File: src/rtl/clkdiv_pkg.sv
// Shared types and sizing helpers for the multi-channel clock divider.
package clkdiv_pkg;

  // Largest divisor any build of the divider is expected to support.
  localparam int MAX_DIV_LIMIT = 256;

  // Number of bits needed to hold a divisor value up to max_div inclusive.
  function automatic int div_w(input int max_div);
    return $clog2(max_div + 1);
  endfunction

  localparam int DIV_T_W = div_w(MAX_DIV_LIMIT);

  typedef logic [DIV_T_W-1:0] div_t;

  typedef enum logic {CH_IDLE, CH_RUN} ch_state_t;

endpackage

File: src/rtl/clkdiv_channel.sv
// One divider channel: run/idle FSM, period counter, pending divisor register.
// Optional macro CLKDIV_ODD_DUTY_FIX_EN adds a negedge stage that stretches
// the high phase by half a clkin period on odd divisors (exact 50% duty).
module clkdiv_channel
  import clkdiv_pkg::*;
#(
  parameter int MAX_DIV     = 256,
  parameter int DEFAULT_DIV = 2,
  parameter int DIV_W       = 9
) (
  input  logic             clkin,
  input  logic             rst,
  input  logic             en,
  input  logic             div_load,
  input  logic [DIV_W-1:0] div_val,
  output logic             load_ack,
  output logic             load_err,
  output logic             tick,
  output logic             clkout
);

  localparam logic [DIV_W-1:0] MIN_V     = DIV_W'(2);
  localparam logic [DIV_W-1:0] MAX_V     = DIV_W'(MAX_DIV);
  localparam logic [DIV_W-1:0] DEFAULT_V = DIV_W'(DEFAULT_DIV);
  localparam logic [DIV_W-1:0] ONE_V     = DIV_W'(1);

  ch_state_t        state, state_nxt;
  logic [DIV_W-1:0] count, count_nxt;
  logic [DIV_W-1:0] div_q, div_nxt;
  logic [DIV_W-1:0] pend_q, pend_nxt;
  logic             pend_vld, pend_vld_nxt;
  logic             pos_hi, hi_nxt;
  logic             tick_q, tick_nxt;
  logic             ack_q, ack_nxt;
  logic             err_q, err_nxt;
  logic             legal, load_ok, wrap;

  // Next-state logic: divisor changes and run/idle changes only land on period boundaries.
  always_comb begin
    state_nxt    = state;
    count_nxt    = count;
    div_nxt      = div_q;
    pend_nxt     = pend_q;
    pend_vld_nxt = pend_vld;
    ack_nxt      = 1'b0;
    legal        = (div_val >= MIN_V) && (div_val <= MAX_V);
    load_ok      = div_load && legal;
    err_nxt      = div_load && !legal;
    wrap         = (count == (div_q - ONE_V));
    case (state)
      CH_IDLE: begin
        count_nxt = '0;
        if (pend_vld) begin
          div_nxt      = pend_q;
          pend_vld_nxt = 1'b0;
          ack_nxt      = 1'b1;
        end
        if (load_ok) begin
          div_nxt = div_val;
          ack_nxt = 1'b1;
        end
        if (en) begin
          state_nxt = CH_RUN;
        end
      end
      CH_RUN: begin
        if (wrap) begin
          count_nxt = '0;
          if (pend_vld) begin
            div_nxt      = pend_q;
            pend_vld_nxt = 1'b0;
            ack_nxt      = 1'b1;
          end
          if (!en) begin
            state_nxt = CH_IDLE;
          end
        end else begin
          count_nxt = count + ONE_V;
        end
        if (load_ok) begin
          pend_nxt     = div_val;
          pend_vld_nxt = 1'b1;
        end
      end
      default: begin
        state_nxt = CH_IDLE;
        count_nxt = '0;
      end
    endcase
    tick_nxt = (state_nxt == CH_RUN) && (count_nxt == '0);
    hi_nxt   = (state_nxt == CH_RUN) && (count_nxt < (div_nxt >> 1));
  end

  // State register with synchronous active-low reset; all outputs are registered here.
  always_ff @(posedge clkin) begin
    if (!rst) begin
      state    <= CH_IDLE;
      count    <= '0;
      div_q    <= DEFAULT_V;
      pend_q   <= '0;
      pend_vld <= 1'b0;
      pos_hi   <= 1'b0;
      tick_q   <= 1'b0;
      ack_q    <= 1'b0;
      err_q    <= 1'b0;
    end else begin
      state    <= state_nxt;
      count    <= count_nxt;
      div_q    <= div_nxt;
      pend_q   <= pend_nxt;
      pend_vld <= pend_vld_nxt;
      pos_hi   <= hi_nxt;
      tick_q   <= tick_nxt;
      ack_q    <= ack_nxt;
      err_q    <= err_nxt;
    end
  end

`ifdef CLKDIV_ODD_DUTY_FIX_EN
  logic neg_hi;

  // Half-cycle delayed copy of the high phase, used to stretch odd divisors to 50% duty.
  always_ff @(negedge clkin) begin
    if (!rst) begin
      neg_hi <= 1'b0;
    end else begin
      neg_hi <= pos_hi;
    end
  end

  assign clkout = pos_hi | (neg_hi & div_q[0]);
`else
  assign clkout = pos_hi;
`endif

  assign tick     = tick_q;
  assign load_ack = ack_q;
  assign load_err = err_q;

endmodule

File: src/rtl/multi_channel_clk_divider.sv
// NUM_CH independent runtime-programmable clock dividers sharing clkin.
// Optional macro CLKDIV_ODD_DUTY_FIX_EN enables exact 50% duty on odd divisors.
module multi_channel_clk_divider
  import clkdiv_pkg::*;
#(
  parameter int NUM_CH      = 4,
  parameter int MAX_DIV     = 256,
  parameter int DEFAULT_DIV = 2,
  localparam int DIV_W      = div_w(MAX_DIV)
) (
  input  logic                    clkin,
  input  logic                    rst,
  input  logic [NUM_CH-1:0]       en,
  input  logic [NUM_CH-1:0]       div_load,
  input  logic [NUM_CH*DIV_W-1:0] div_val,
  output logic [NUM_CH-1:0]       load_ack,
  output logic [NUM_CH-1:0]       load_err,
  output logic [NUM_CH-1:0]       tick,
  output logic [NUM_CH-1:0]       clkout
);

  for (genvar i = 0; i < NUM_CH; i++) begin : g_ch
    clkdiv_channel #(
      .MAX_DIV     (MAX_DIV),
      .DEFAULT_DIV (DEFAULT_DIV),
      .DIV_W       (DIV_W)
    ) u_ch (
      .clkin    (clkin),
      .rst      (rst),
      .en       (en[i]),
      .div_load (div_load[i]),
      .div_val  (div_val[i*DIV_W +: DIV_W]),
      .load_ack (load_ack[i]),
      .load_err (load_err[i]),
      .tick     (tick[i]),
      .clkout   (clkout[i])
    );
  end

endmodule

File: config.mk
export PLATFORM = sky130hd
export DESIGN_NAME = multi_channel_clk_divider
export DESIGN_NICKNAME = d
export VERILOG_FILES = /design/src/rtl/clkdiv_pkg.sv /design/src/rtl/clkdiv_channel.sv /design/src/rtl/multi_channel_clk_divider.sv
export SDC_FILE = /design/constraint.sdc
export NUM_CORES = 1
export LEC_CHECK = 0
export CAP_MARGIN = 20
export CORE_AREA = 8 8 178 138
export CTS_CLUSTER_DIAMETER = 150
export DETAILED_ROUTE_END_ITERATION = 8
export DIE_AREA = 0 0 186 146
export PLACE_DENSITY = 0.6
export SETUP_SLACK_MARGIN = 0.3
export SYNTH_ARGS = -nofsm -noshare
export SYNTH_HDL_FRONTEND = slang
export SYNTH_SLANG_ARGS = --single-unit
File: constraint.sdc
create_clock -name clkin -period 5.3 [get_ports clkin]
set_input_delay 1.06 -clock clkin [delete_from_list [all_inputs] [get_ports clkin]]
set_output_delay 1.06 -clock clkin [all_outputs]
set_load 0.1 [all_outputs]
==> metrics.md <==
| Metric | Value |
|---|---|
| Buf/Inv on CP | `1` |
| Largest regs | `g_ch.u_ch.count x36, g_ch.u_ch.div_q x36, g_ch.u_ch.pend_q x36` |
| P&R area growth vs syn | `14.8%` |
| CTS tree | `built` |
| GRT Overall Usage | `17.0%` |
| Die area | `0.0272 sq mm` |
| Initial antenna violation count | `0` |
| Crit end category | `flop` |
| DR iter-0 viols | `565` |
| Library cells used by synthesis | `70` |
| Remaining Overflow, GRT | `0` |
| Syn avg cell area | `8.12 sq um` |
| Die Y | `146 um` |
| Crit path cell chain | `inv_1 -> ha_1 -> nor2b_1 -> nand2_1 -> or4_1 -> a32o_1 -> or3_1 -> mux2i_1 -> a21o_1 -> ha_1 -> a21o_1 -> a21o_1 -> a21o_1 -> a21o_1 -> a21o_1 -> a211oi_1 -> o211a_1` |
| Share of cells above drive strength 1 | `6.07%` |
| # hold bufs at CTS | `0` |
| Syn nets | `1129` |
| Hold Path Class | `flop to flop` |
| Diodes inserted | `0` |
| Most frequent CP cell | `a21o_1` |
| Crit Path Class | `flop to flop` |
| Final WS setup | `0.683 ns` |
| Tightest Pin Transition | `1.08 ns` |
| Startpoint Class | `flop` |
| Post-synth ARST share | `0%` |
| First-pass GRT wire length | `37.2 mm` |
| Core Area | `0.0216 sq mm` |
| Top delay family on crit path | `compound AO/OA/AOI/OAI gates` |
| Fmax | `0.217 GHz` |
| Reg clk slew, reported paths | `0.06 ns` |
| Cell row count | `47` |
| Yosys warns | `0` |
| Clock Latency Late Sink | `0.43 ns` |
| Crit share post-route | `87.1%` |
| Main synth FF type | `dfxtp_1` |
| Pleak | `4.01 nW` |
| Final Setup Violations | `0` |
| Slowest-stage cell, CP | `or3_1` |
| H-tree levels | `4` |
| # DRC | `0` |
| CTS Buffer Depth | `2` |
| Place WS | `0.510 ns` |
| Seq/Total Area, Yosys | `31.1%` |
| Pins Over Slew Limit | `0` |
| WL/cell | `16.8 um` |
| Pwr dens | `292 mW/mm^2` |
| # IOs | `62` |
| CTS Root Buffer Type | `clkbuf_16` |
| Post-CTS Setup Inserts | `0` |
| Max Fanout on Critical Path | `9` |
| Peak supply drop | `229 uV` |
| Total number of vias | `7499` |
| TritonRoute pass-1 iters | `5` |
| Clk sinks | `132` |
| Status | `finished, final reports clean` |
| Initial core utilization | `39.3%` |
| Final ANT Viol Nets | `0` |
| Minimum clock period | `4.62 ns` |
| Number of buffers added on ports | `61` |
| Vias per Instance | `5.49` |
| Flops & latches, synth | `132` |
| Final Hold Slack | `0.499 ns` |
| Final core utilization | `45.1%` |
| Mapped cell area | `0.00850 sq mm` |
| Slew HR | `27.5%` |
| Max cap viols | `0` |
| Layout Nets | `1141` |
| CP Data Arrival Time | `4.99 ns` |
| Post-synth EDFFs | `0` |
| Mapped Cells | `1047` |
| Final TNS setup | `0 ns` |
| Final HPWL DP | `17.0 mm` |
| TritonCTS Buffers | `17` |
| Post-cts resize count | `0` |
| Largest net degree at the start of global routing | `33` |
| Vias in the first global route | `6926` |
| Skew final | `0.00854 ns` |
| DRT Wirelength | `23.0 mm` |
| Final GP Congestion | `0.885` |
| Largest stage delay, worst path | `0.57 ns` |
| Data required, critical path | `5.67 ns` |
| Final Hold Viols | `0` |
| RSZ-0062 raised after global routing | `no` |
| Die X | `186 um` |
| Total Power | `2.85 mW` |
==> cells in the mapped netlist, drive strengths merged (2+ instances only) <==
cell type / number / share of area [%]
nor3: 19 / 1.1
nor4: 9 / 0.66
a311oi: 12 / 1.2
a21boi: 4 / 0.35
or4: 11 / 0.97
or3: 8 / 0.60
o211a: 2 / 0.24
mux2: 9 / 1.2
dfxtp: 132 / 31
a221oi: 4 / 0.49
o2111ai: 2 / 0.21
a211o: 3 / 0.31
clkbuf: 49 / 2.2
o21ai: 32 / 1.9
and4b: 4 / 0.47
a21oi: 45 / 2.6
nand4b: 3 / 0.31
nand4: 17 / 1.3
nand3b: 3 / 0.26
xnor2: 34 / 3.5
or2: 7 / 0.52
o311ai: 2 / 0.21
mux2i: 77 / 9.1
nor2b: 10 / 0.74
nor2: 181 / 8.0
a21o: 36 / 3.2
a22oi: 4 / 0.35
nor3b: 4 / 0.35
o21bai: 2 / 0.18
and4: 5 / 0.52
ha: 36 / 5.3
buf: 32 / 2.5
inv: 31 / 1.4
a211oi: 32 / 2.8
a21bo: 2 / 0.24
xor2: 37 / 3.8
nand3: 43 / 2.5
a31oi: 15 / 1.1
o21a: 8 / 0.71
o211ai: 6 / 0.53
and3: 6 / 0.44
o31ai: 6 / 0.53
nand2b: 6 / 0.44
nand2: 40 / 1.8
==> through the flow <==
step	area (sq um)	instances
floorplan	8500	1047
global placement	9180	1334
detailed placement	9180	1334
CTS	9760	1365
global route	9760	1365
finish	9760	1365
==> tightest hold or removal path, stage by stage, from the launching register on <==
cell	delay, ns
dfxtp_1	0.33
mux2i_1	0.07
nor2_1	0.07
==> final timing paths <==
path	end	from	slack, ns	cells past startpoint
hold reg to reg	g_ch[0].u_ch.pend_q[4]	g_ch[0].u_ch.pend_q[4]	0.50	2
hold / removal	g_ch[0].u_ch.pend_q[4]	g_ch[0].u_ch.pend_q[4]	0.50	2
setup reg to reg	g_ch[3].u_ch.clkout	g_ch[3].u_ch.div_q[0]	0.68	17
setup / recovery	g_ch[3].u_ch.clkout	g_ch[3].u_ch.div_q[0]	0.68	17
==> cell type report <==
| cell class | instances | area, sq um |
|---|---|---|
| clock buffers | 20 | 447 |
| clock inverters | 11 | 130 |
| fillers | 2193 | 11900 |
| inverters | 31 | 116 |
| multi-input cells | 803 | 5350 |
| flip-flops and latches | 132 | 2640 |
| well taps | 294 | 368 |
| repair buffers | 74 | 708 |
==> kinds of logic after synthesis <==
group                      share of synthesized area, %
DFF                                                31.1
adders and majority gates                          5.30
AOI/OAI and AO/OA                                  18.5
and+or+nand+nor                                    21.5
muxes                                              10.3
buffers and inverters                              6.02
xor gates and xnor gates                           7.31
==> cells in the final DEF (no fill, tap or decap), types with 13 or more instances in the layout <==
cell	n
a211oi_1	32
a21o_1	36
a21oi_1	45
a31oi_1	15
buf_4	13
clkbuf_16	17
clkdlybuf4s50_1	61
dfxtp_1	132
ha_1	36
inv_1	30
mux2i_1	77
nand2_1	40
nand3_1	43
nand4_1	17
nor2_1	181
nor3_1	19
o21ai_0	26
xnor2_1	34
xor2_1	37
==> power by group <==
group	total (mW)	switching (mW)	internal, mW
Clock	1.18	0.475	0.704
Combinational	0.565	0.339	0.226
Sequential	1.11	0.0703	1.04
==> layer usage <==
layer / vias up / routed length, um / GRT usage, %
li1: 3786 / - / -
met1: 3500 / 12100 / 25.6
met2: 196 / 9270 / 22.8
met3: 17 / 1310 / 4.92
met4: 0 / 240 / 4.04
met5: - / 0 / 0
Note: power is estimated with default switching activity, not from simulation.
==> patch 1: new RTL, config.mk and constraints unchanged <==
`MAX_DIV` is set to 256 in 2 places; all go to 512.
--- a/src/rtl/clkdiv_channel.sv
+++ b/src/rtl/clkdiv_channel.sv
@@ -4,7 +4,7 @@
 module clkdiv_channel
   import clkdiv_pkg::*;
 #(
-  parameter int MAX_DIV     = 256,
+  parameter int MAX_DIV     = 512,
   parameter int DEFAULT_DIV = 2,
   parameter int DIV_W       = 9
 ) (
--- a/src/rtl/multi_channel_clk_divider.sv
+++ b/src/rtl/multi_channel_clk_divider.sv
@@ -4,7 +4,7 @@
   import clkdiv_pkg::*;
 #(
   parameter int NUM_CH      = 4,
-  parameter int MAX_DIV     = 256,
+  parameter int MAX_DIV     = 512,
   parameter int DEFAULT_DIV = 2,
   localparam int DIV_W      = div_w(MAX_DIV)
 ) (
Interface: changed (resized div_val); port bits go from 62 to 66. No check against the original RTL was run, so the function may have changed too.
==> patch 1 against the original RTL <==
Routed wire length increased by 3.9%. Worst setup slack gained 400 ps. Final area is 8.2% higher. Sequential cell count grew 12. Power up 1.7%. Synthesized area rose by 9.5%. Register-to-register slack gained 470 ps. Critical path type is now in -> reg. Largest power group is now registers.
==> patch 1: results <==
group,metric,value,unit
outcome,run_status,"completed",
setup_path,ff2ff_setup_slack,1150,ps
detailed_routing,drt_iter0_drc,543,
layout,clkbuf_count,22,
placed_design,dpl_cell_area,0.0100,mm2
detailed_routing,met3RoutedLength,1.10,mm
logic_synthesis,complex_gate_fraction_of_the_synthesized_area,0.117,
detailed_routing,routed-wl-met2,10.2,mm
layout,non_clock_inverter_count_in_the_final_layout,19,
setup_path,crit_fanout,11,
global_route,gr-usage-met1,0.256,
setup_path,rr_worst_depth,16,
logic_synthesis,postSynthAreaPerCell,8.36,um2
setup_path,crit_start,"div_val[35]",
logic_synthesis,post_synth_xor_area_fraction,0.0724,
layout,layout.comb_gates.multi_input,867,
layout,top_regs,"g_ch.u_ch.count: 40 flops, g_ch.u_ch.div_q: 40 flops, g_ch.u_ch.pend_q: 40 flops",
pwr,power_frac_seq,0.415,
layout,instances_no_fill,1430,
global_route,largest_net_degree_at_the_start_of_global_routing,67,
sta,hold_ws,491,ps
setup_path,critical-path-top-delay-family,"simple AND/OR/NAND/NOR gates",
logic_synthesis,synth.area.mux_share,0.161,
layout,seqAreaFraction,0.273,
placed_design,place.detailed.hpwl,17.5,mm
setup_path,critPathMaxStageDelay,460,ps
setup_path,critPathArrivalTime,4540,ps
hold_path,hold_path_end,"g_ch[2].u_ch.pend_q[9]",
detailed_routing,wl,23.9,mm
global_route,groute.layer.met2.usage,0.258,
logic_synthesis,syn-num-nets,1203,
placed_design,gp_routability_congestion,0.827,
logic_synthesis,synth_area_leaders,"sky130_fd_sc_hd__dfxtp_1, sky130_fd_sc_hd__mux2i_1, sky130_fd_sc_hd__nor2_1",
setup_path,critical_path.slowest_cell,"sky130_fd_sc_hd__clkdlybuf4s50_1",
global_route,grt_pass1_vias,7380,
sta,final.setup_skew,13.4,ps
global_route,groute.layer.met3.usage,0.0364,
hold_path,worst_hold_startpoint,"g_ch[2].u_ch.pend_q[9]",
pwr,leakage_power_of_the_design,4.50,nW
detailed_routing,detail_route.wirelength.met1,12.3,mm
## patch 1: cell count changes in the layout (fill, tap and decap cells not counted), moves of 9 or more
cell | unedited run | this run
sky130_fd_sc_hd__mux2_2 | 8 | 59
sky130_fd_sc_hd__a311oi_1 | 12 | 2
sky130_fd_sc_hd__a211oi_1 | 32 | 6
sky130_fd_sc_hd__a31oi_1 | 15 | 4
sky130_fd_sc_hd__a21o_1 | 36 | 7
sky130_fd_sc_hd__nor4_1 | 9 | 18
sky130_fd_sc_hd__nor3_1 | 19 | 28
sky130_fd_sc_hd__nand2_1 | 40 | 73
sky130_fd_sc_hd__and3_1 | 6 | 22
sky130_fd_sc_hd__dfxtp_1 | 132 | 144
sky130_fd_sc_hd__inv_1 | 30 | 18
sky130_fd_sc_hd__nand4_1 | 17 | 5
sky130_fd_sc_hd__o21ai_0 | 26 | 44
==> patch 2: new RTL, config.mk and constraints unchanged <==
Made on the original files. Add an input register stage for `div_load` and `div_val`, without a reset; this delays them by one clock. The other inputs are not delayed to match.
--- a/src/rtl/multi_channel_clk_divider.sv
+++ b/src/rtl/multi_channel_clk_divider.sv
@@ -19,6 +19,14 @@
   output logic [NUM_CH-1:0]       clkout
 );
 
+  logic [NUM_CH-1:0] div_load_q;
+  logic [NUM_CH*DIV_W-1:0] div_val_q;
+
+  always_ff @(posedge clkin) begin
+      div_load_q <= div_load;
+      div_val_q  <= div_val;
+  end
+
   for (genvar i = 0; i < NUM_CH; i++) begin : g_ch
     clkdiv_channel #(
       .MAX_DIV     (MAX_DIV),
@@ -28,8 +36,8 @@
       .clkin    (clkin),
       .rst      (rst),
       .en       (en[i]),
-      .div_load (div_load[i]),
-      .div_val  (div_val[i*DIV_W +: DIV_W]),
+      .div_load (div_load_q[i]),
+      .div_val  (div_val_q[i*DIV_W +: DIV_W]),
       .load_ack (load_ack[i]),
       .load_err (load_err[i]),
       .tick     (tick[i]),
Function: changed (Yosys sat finds a counterexample within 4 cycles, from zero or initial values and one cycle with rst low).
==> patch 2 against the original RTL <==
Sequential power is 30% higher. Routed wire length is 2.8% lower. Power is 14% higher. Clock power is 8% higher. First-iteration DRC count is 15% lower. Sequential cell count is 40 higher. Final area is 9.1% higher. Combinational power is 3% lower. Worst setup slack better by 540 ps. Synthesized area is 10% higher. Largest cell class unchanged. Largest power group is now registers.
==> patch 2: results <==
group,metric,value,unit
setup_path,crit_fanout,12,
global_route,grt_antenna_before_repair,0,
clock_network,cts-root-to-sink-buffers,2,
sta,slew_headroom,0.306,
clock_network,post_cts_resized,0,
logic_synthesis,ys.warnings.count,0,
placed_design,io_buffers,61,
global_route,grt_first_pass_wirelength,37.5,mm
pwr,switching_share,0.301,
logic_synthesis,syn-instance-count,1056,
logic_synthesis,synth.cells.most_frequent,"sky130_fd_sc_hd__dfxtp_1, sky130_fd_sc_hd__nor2_1, sky130_fd_sc_hd__mux2i_1",
hold_path,worst_hold_startpoint,"div_load_q[2]",
logic_synthesis,ys_flop_type,"sky130_fd_sc_hd__dfxtp_1",
logic_synthesis,syn-num-nets,1138,
placed_design,placed_cells,1346,
layout,diodes,0,
clock_network,clkLatencyLatePin,430,ps
placed_design,gp_routability_congestion,0.864,
outcome,run_status,"completed",
global_route,grt_use_total,0.168,
pwr,irDropWorstVdd,0.224,mV
sta,final.setup_skew,10.0,ps
detailed_routing,num_vias,7547,
logic_synthesis,async_reset_ff_frac,0,
layout,instances_no_fill,1378,
setup_path,critPathArrivalTime,4420,ps
detailed_routing,drt_first_pass_iters,5,
clock_network,cts-root-buf,"sky130_fd_sc_hd__clkbuf_16",
logic_synthesis,synth_area_leaders,"sky130_fd_sc_hd__dfxtp_1, sky130_fd_sc_hd__mux2i_1, sky130_fd_sc_hd__nor2_1",
global_route,grt_pass1_vias,7390,
detailed_routing,drt_iter0_drc,479,
hold_path,hold_class,"reg -> reg",
layout,final.fill_count,2114,
detailed_routing,detail_route.wl_per_cell,16.2,um
clock_network,cts-buffers-inserted,17,
layout,post_route_cells_drive_above_1_share,0.0886,
clock_network,cts_setup_buffers,0,
layout,design.final.nets,1153,
global_route,largest_net_degree_at_the_start_of_global_routing,34,
placed_design,dpl_cell_area,0.0101,mm2
placed_design,place.detailed.hpwl,16.3,mm
clock_network,cts.reportedPaths.clkPinSlew,70,ps
clock_network,cts_max_level,4,
logic_synthesis,synthDistinctLibCells,74,
pwr,leakage_power_of_the_design,4.59,nW
setup_path,crit_start,"g_ch[3].u_ch.div_q[1]",
logic_synthesis,synth_sequential_area_ratio,0.367,
## patch 2: cell count changes after synthesis, moves of 10 or more
cell	before	now
sky130_fd_sc_hd__dfxtp_1	132	172
sky130_fd_sc_hd__inv_1	31	21
sky130_fd_sc_hd__o211a_1	2	12
sky130_fd_sc_hd__mux2_2	8	34
sky130_fd_sc_hd__nand2_1	40	51
sky130_fd_sc_hd__nor2_1	181	143
sky130_fd_sc_hd__a211oi_1	32	18
## patch 2: metrics by stage
stage	hold slack [ps]	setup slack [ps]
2_1_floorplan	435	1700
3_3_place_gp	466	1370
3_5_place_dp	469	1200
4_1_cts	479	1180
5_1_grt	492	849
6_report	479	1220
## patch 2: kinds of logic (layout without fill, tap and decap cells)
kind of cell	after synthesis	after routing	synth area share
simple gates	372	372	0.202
compound gates	198	198	0.144
flops	172	172	0.367
mux	110	110	0.122
buf+inv	95	123	0.0467
xor+xnor	73	73	0.0697
fa+ha+maj	36	36	0.0481
## patch 2: critical path, cell delays in order, from the launching register on
cell	delay [ps]
sky130_fd_sc_hd__dfxtp_1	430
sky130_fd_sc_hd__inv_1	120
sky130_fd_sc_hd__ha_1	270
sky130_fd_sc_hd__or3_1	390
sky130_fd_sc_hd__a311oi_1	400
sky130_fd_sc_hd__o21ai_0	250
sky130_fd_sc_hd__nor2_2	520
sky130_fd_sc_hd__mux2_2	410
sky130_fd_sc_hd__o21ai_0	190
sky130_fd_sc_hd__ha_1	300
sky130_fd_sc_hd__a21o_1	180
sky130_fd_sc_hd__a21oi_1	150
sky130_fd_sc_hd__a21oi_1	100
sky130_fd_sc_hd__nor4_2	270
## patch 2: power groups by stage
stage | registers, mW | clock network, mW | logic, mW
finish | 1.44 | 1.27 | 0.547
global route | 1.45 | 1.36 | 0.604
CTS | 1.44 | 1.30 | 0.548
detailed placement | 1.47 | 0 | 0.544
global placement | 1.47 | 0 | 0.539
floorplan | 1.42 | 0 | 0.454
## patch 2: path summary, 6_finish.rpt
kind	depth (start not counted)	endpoint	slack, ps
worst max-delay path	13	g_ch[3].u_ch.clkout	1220
worst min-delay path	2	g_ch[2].u_ch.load_err	480
worst max register to register	13	g_ch[3].u_ch.clkout	1220
worst min register to register	2	g_ch[2].u_ch.load_err	480
## patch 2: final cells by class
type | instances | area [um2] | share of cell area
Clock inverter | 13 | 146 | 0.0138
Multi-Input combinational cell | 789 | 5490 | 0.516
Clock buffer | 19 | 443 | 0.0416
Tap cell | 294 | 368 | 0.0346
Sequential cell | 172 | 3440 | 0.323
Timing Repair Buffer | 69 | 671 | 0.0630
Inverter | 22 | 82.6 | 0.00776
## patch 2: layer usage
metal | GRT usage | part of all wire
met1 | 0.242 | 0.52
met2 | 0.249 | 0.43
met3 | 0.0342 | 0.041
met4 | 0.0456 | 0.014
met5 | 0 | 0
